<file path="src/rtl/vmask_pkg.sv">
// Shared types and derived widths for the vmask_expand block.
package vmask_pkg;

   typedef enum logic [0:0] {
      IDLE = 1'b0,
      EMIT = 1'b1
   } state_e;

   // One mask bit per byte lane of the request data word.
   function automatic int mask_width(input int data_width);
      return data_width / 8;
   endfunction

endpackage

</file>
<file path="src/rtl/vmask_thermo.sv">
// Remaining-count to thermometer mask: bit i is set while more than i elements remain.
module vmask_thermo
   import vmask_pkg::*;
#(
   parameter int MASK_W      = 8,
   parameter int COUNT_WIDTH = 16
) (
   input  logic [COUNT_WIDTH-1:0] rem,
   output logic [MASK_W-1:0]      mask
);

   always_comb begin
      mask = '0;
      for (int i = 0; i < MASK_W; i++) begin
         mask[i] = (rem > COUNT_WIDTH'(i));
      end
   end

endmodule

</file>
<file path="src/rtl/vmask_expand.sv">
// Expands an (active count, total count) request into a stream of thermometer mask beats.
// Optional feature: define VMASK_EXPAND_INVERT_EN to add in_invert (complement active bits within total).
module vmask_expand
   import vmask_pkg::*;
#(
   parameter  int REQ_DATA_WIDTH = 64,
   parameter  int COUNT_WIDTH    = 16,
   localparam int MASK_W         = mask_width(REQ_DATA_WIDTH)
) (
   input  logic                   clk,
   input  logic                   rst,
   input  logic                   in_valid,
   output logic                   in_ready,
   input  logic [COUNT_WIDTH-1:0] in_count,
   input  logic [COUNT_WIDTH-1:0] in_total,
`ifdef VMASK_EXPAND_INVERT_EN
   input  logic                   in_invert,
`endif
   output logic                   out_valid,
   input  logic                   out_ready,
   output logic [MASK_W-1:0]      out_m0,
   output logic                   out_last
);

   localparam logic [COUNT_WIDTH-1:0] MW_C = COUNT_WIDTH'(MASK_W);

   function automatic logic [COUNT_WIDTH-1:0] sat_sub(input logic [COUNT_WIDTH-1:0] v);
      return (v > MW_C) ? (v - MW_C) : '0;
   endfunction

   state_e                  state_q, state_d;
   logic [COUNT_WIDTH-1:0]  rem_act_q, rem_act_d;
   logic [COUNT_WIDTH-1:0]  rem_tot_q, rem_tot_d;
   logic [MASK_W-1:0]       out_m0_q, out_m0_d;
   logic                    out_last_q, out_last_d;
   logic                    invert_q, invert_d;

   logic                    accept;
   logic                    load;
   logic                    advance;
   logic                    inv_sel;
   logic [COUNT_WIDTH-1:0]  clamp_cnt;
   logic [COUNT_WIDTH-1:0]  act_sel;
   logic [COUNT_WIDTH-1:0]  tot_sel;
   logic [MASK_W-1:0]       act_mask;
   logic [MASK_W-1:0]       tot_mask;

   assign accept  = in_valid && in_ready;
   assign load    = accept && (in_total != '0);
   assign advance = out_valid && out_ready && !out_last_q;

   // State register
   always_ff @(posedge clk) begin
      if (rst) begin
         state_q <= IDLE;
      end else begin
         state_q <= state_d;
      end
   end

   // Next-state logic
   always_comb begin
      state_d = state_q;
      case (state_q)
         IDLE:    if (load) state_d = EMIT;
         EMIT:    if (out_valid && out_ready && out_last_q) state_d = IDLE;
         default: state_d = IDLE;
      endcase
   end

   // Outputs decoded from the state register
   always_comb begin
      in_ready  = (state_q == IDLE);
      out_valid = (state_q == EMIT);
   end

   assign clamp_cnt = (in_count < in_total) ? in_count : in_total;
   assign act_sel   = load ? clamp_cnt : rem_act_q;
   assign tot_sel   = load ? in_total  : rem_tot_q;

`ifdef VMASK_EXPAND_INVERT_EN
   assign inv_sel = load ? in_invert : invert_q;
`else
   assign inv_sel = 1'b0;
`endif

   vmask_thermo #(.MASK_W(MASK_W), .COUNT_WIDTH(COUNT_WIDTH)) u_thermo_act (
      .rem  (act_sel),
      .mask (act_mask)
   );

   vmask_thermo #(.MASK_W(MASK_W), .COUNT_WIDTH(COUNT_WIDTH)) u_thermo_tot (
      .rem  (tot_sel),
      .mask (tot_mask)
   );

   // Each new beat is built from the counts remaining before it, then the counters step past it.
   always_comb begin
      rem_act_d  = rem_act_q;
      rem_tot_d  = rem_tot_q;
      out_m0_d   = out_m0_q;
      out_last_d = out_last_q;
      invert_d   = invert_q;
      if (load || advance) begin
         rem_act_d  = sat_sub(act_sel);
         rem_tot_d  = sat_sub(tot_sel);
         out_m0_d   = inv_sel ? (~act_mask & tot_mask) : (act_mask & tot_mask);
         out_last_d = (tot_sel <= MW_C);
         invert_d   = inv_sel;
      end
   end

   always_ff @(posedge clk) begin
      if (rst) begin
         rem_act_q  <= '0;
         rem_tot_q  <= '0;
         out_m0_q   <= '0;
         out_last_q <= 1'b0;
         invert_q   <= 1'b0;
      end else begin
         rem_act_q  <= rem_act_d;
         rem_tot_q  <= rem_tot_d;
         out_m0_q   <= out_m0_d;
         out_last_q <= out_last_d;
         invert_q   <= invert_d;
      end
   end

   assign out_m0   = out_m0_q;
   assign out_last = out_last_q;

endmodule

</file>
<file path="config.mk">
export PLATFORM = sky130hd
export DESIGN_NAME = vmask_expand
export DESIGN_NICKNAME = d
export VERILOG_FILES = /design/src/rtl/vmask_pkg.sv /design/src/rtl/vmask_thermo.sv /design/src/rtl/vmask_expand.sv
export SDC_FILE = /design/constraint.sdc
export NUM_CORES = 1
export LEC_CHECK = 0
export BUFFER_PORTS_ARGS = -buffer_cell sky130_fd_sc_hd__buf_4
export CELL_PAD_IN_SITES_DETAIL_PLACEMENT = 1
export CELL_PAD_IN_SITES_GLOBAL_PLACEMENT = 1
export CORE_MARGIN = 2
export CORE_UTILIZATION = 40
export CTS_CLUSTER_DIAMETER = 120
export DETAILED_ROUTE_END_ITERATION = 10
export GPL_ROUTABILITY_DRIVEN = 0
export GPL_TIMING_DRIVEN = 0
export HOLD_SLACK_MARGIN = 0.1
export PLACE_DENSITY = 0.78
export SYNTH_ARGS = -nofsm -noshare
export SYNTH_HDL_FRONTEND = slang
export SYNTH_SLANG_ARGS = --single-unit
</file>
<file path="constraint.sdc">
create_clock -name clk -period 8.9 [get_ports clk]
set_input_delay 0.445 -clock clk [delete_from_list [all_inputs] [get_ports clk]]
set_output_delay 0.445 -clock clk [all_outputs]
set_load 0.03 [all_outputs]
</file>
==> impl_metrics.yaml <==
worst_setup_path:
  crit_type: "in2reg"
  path_depth: 15
  crit_chain: "buf_4 -> nor3_1 -> nand4_1 -> o21ai_1 -> buf_2 -> buf_2 -> buf_2 -> buf_1 -> a22oi_1 -> ha_1 -> inv_1 -> nor3_1 -> and4bb_2 -> o21ai_0 -> a32o_1"
  cp.required_ns: 9.15
  timing.rr.start: "out_valid$_SDFF_PP0_"
  worstSetupStartpointType: "input port"
  r2r_setup_slack_ns: 5.27
  arrival_ns: 4.45
  crit_buf_inv: 6
  rr_endpoint: "out_m0[2]$_SDFFE_PP0P_"
  rr_worst_depth: 13
  cp_max_fo: 10
  critPathMostFrequentCell: "buf_2"
  path_delay_family: "buffers and inverters"
  crit_path_end: "out_m0[2]$_SDFFE_PP0P_"
  slowest_stage: "buf_1"
  crit_start: "in_total[10]"
  cp-end-kind: "register"
  cp_slowest_stage_delay_ns: 0.47
sta:
  finalSetupViolations: 0
  whs_ns: 0.417
  fin_skew_ns: 0.00665
  tns_ns: 0
  period_needed_ns: 4.21
  hold_violations: 0
  slew_violations: 0
  worst_pin_slew_ns: 1.07
  finalCritPeriodShare_pct: 47.3
  relSlewSlack_pct: 28.5
  rsz0062_at_grt: "no"
  max_freq_mhz: 238
outcome:
  status: "finished clean"
clock_network:
  cts_tree: "built"
  cts-htree-levels: 2
  cts_buffers: 5
  post_cts_buffers: 0
  clock_sinks: 42
  clockBufferDepth: 2
  cts.repair.resized: 0
  cts_root_buf: "clkbuf_8"
  cts.reportedPaths.clkPinSlew_ns: 0.09
  ctsHoldBuffers: 0
  clkLatencyLatePin_ns: 0.30
floorplan:
  rows: 34
  start_util_pct: 41.5
  die_w_um: 99.4
  core_mm2: 0.00876
  die_h_um: 99.4
  pin_count: 47
  die_area_mm2: 0.00988
logic_synthesis:
  ys_types: 74
  syn-num-nets: 529
  synth_top_cell_area_share_pct: 23.1
  async_flop_share_pct: 0
  synth.avg_cell_area_um2: 7.66
  ys_warn_count: 0
  syn-cell-area_mm2: 0.00364
  synth_top_area_cell: "dfxtp_1"
  synth_area_leaders: "dfxtp_1, ha_1, nor2_1, nand2_1, xnor2_1"
  synth-edff-count: 0
  synthFlopType: "dfxtp_1"
  synth_cells: 475
  ys_ff_latch: 42
  ys_seq_area_share_pct: 23.1
finish:
  fin_util_pct: 48.0
  antenna_cells: 0
  area_delta_synth_final_pct: 15.5
  drive_gt1_share_pct: 18.2
  nets: 581
grt:
  grt_pass1_vias: 4267
  grt_max_degree: 13
  track_usage_pct: 27.6
  grt_antenna_before_repair: 0
  gr-total-overflow: 0
  grt_first_pass_wirelength_um: 21800
power_and_ir_drop:
  total_power_uw: 643
  power.static_leakage_nw: 1.64
  peakVddDrop_v: 0.0000644
  power_density_mw_per_mm2: 153
drt:
  highest_layer: "met4"
  ant_nets: 0
  wirelength_um: 13400
  drc: 0
  m1WireLength_um: 6090
  drt_iter0_drc: 163
  met2_length_um: 6520
  routed_via_density: 6.31
  wl_met3_um: 518
  first_pass_iters: 4
  wire_per_inst_um: 21.1
  vias: 4016
placed_design:
  io_buffer_count: 45
  hpwl_um: 10600
run:
  cap_viol_max_count: 0
worst_hold_path:
  hold_path.class: "in2reg"
  hp-start: "out_ready"
worst register-to-register path: stages (launching register included):
cell and delay (ns):
dfxtp_1 0.36, nor2b_1 0.16, o21ai_1 0.15, buf_2 0.25, buf_2 0.24, buf_2 0.22
buf_1 0.30, a22oi_1 0.23, ha_1 0.24, inv_1 0.13, nor3_1 0.52, and4bb_2 0.33
o21ai_0 0.12, a32o_1 0.27
layout by cell type (no fill, tap or decap), drive strengths merged, types with 6 or more instances in the layout:
master | synthesis | layout
nor3 | 19 | 19
buf | 15 | 60
o21ai | 30 | 30
nand4 | 11 | 11
a21oi | 22 | 22
inv | 22 | 22
o211ai | 7 | 7
mux2i | 7 | 7
o31ai | 12 | 12
nand2 | 48 | 48
a211oi | 12 | 12
clkbuf | 11 | 18
and2 | 11 | 11
nor2 | 52 | 52
xnor2 | 18 | 18
dfxtp | 42 | 42
a31oi | 14 | 14
nand3 | 15 | 15
and4 | 6 | 6
nor4 | 9 | 9
ha | 18 | 18
a311oi | 13 | 13
layer usage:
layer	up-vias	GRT usage, %
met5	-	0
met4	0	6.74
met3	23	3.02
met2	94	49.1
met1	2016	35.7
li1	1883	-
stage by stage:
step                std cells  area (µm²)  setup WS [ns]
floorplan                 475        3640           5.26
detailed placement        628        4110           4.44
global route              636        4200           4.36
CTS                       636        4200           4.75
global placement          628        4110           4.56
finish                    636        4200           4.69
worst min-delay path by stage:
stage               cells past startpoint                   endpoint  slack [ns]
floorplan                               2  rem_act_q[0]$_SDFFE_PP0P_        0.42
global placement                        2  rem_act_q[0]$_SDFFE_PP0P_        0.44
detailed placement                      2  rem_act_q[9]$_SDFFE_PP0P_        0.45
CTS                                     4       out_valid$_SDFF_PP0_        0.42
global route                            3  rem_tot_q[0]$_SDFFE_PP0P_        0.46
finish                                  4       out_valid$_SDFF_PP0_        0.42
synth_stat cells, types with 3 or more instances:
library cell,count
nor2_1,52
nand4_1,8
nand2_1,48
buf_2,9
o21ai_0,26
inv_1,22
o22ai_1,3
a21o_1,3
a31oi_1,13
o31ai_1,11
a21oi_1,21
nand3_1,15
ha_1,18
a311oi_2,5
xnor2_1,18
or2_2,3
nand4_2,3
o211ai_1,7
a211oi_1,11
and2_1,10
nor4_1,7
clkbuf_1,10
xor2_1,4
and4_1,5
a22oi_1,4
and3_1,4
or4_1,3
buf_6,3
mux2i_1,7
a311oi_1,8
nand2b_1,3
nor3_1,16
dfxtp_1,42
state kept, by name (all words and copies together) (netlist names):
| name | cells |
|---|---|
| out_last | 1 |
| out_m0 | 8 |
| out_valid | 1 |
| rem_act_q | 16 |
| rem_tot_q | 16 |
report_power, final:
part | total [mW] | switching, mW | internal (mW)
combinational | 0.278 | 0.173 | 0.104
clock | 0.136 | 0.0730 | 0.0628
sequential | 0.229 | 0.0187 | 0.210
kinds of logic (layout without fill, tap and decap cells):
| group | after synthesis | after routing | synth area share (%) |
|---|---|---|---|
| xor gates and xnor gates | 22 | 22 | 5.30 |
| adders and majority gates | 18 | 18 | 6.19 |
| DFF | 42 | 42 | 23.1 |
| muxes | 9 | 9 | 2.54 |
| buffers and inverters | 48 | 101 | 6.02 |
| and+or+nand+nor | 193 | 193 | 27.8 |
| AOI/OAI and AO/OA | 143 | 143 | 29.1 |
layout make-up:
| cell class | instances | area [µm²] |
|---|---|---|
| multi-input cells | 385 | 2580 |
| well taps | 108 | 135 |
| clock inverters | 1 | 5.00 |
| fillers | 1122 | 4560 |
| plain buffers | 26 | 136 |
| inverters | 22 | 82.6 |
| repair buffers | 45 | 338 |
| flip-flops and latches | 42 | 841 |
| clock buffers | 7 | 86.3 |
No activity file was read; power rests on OpenSTA's default activity.
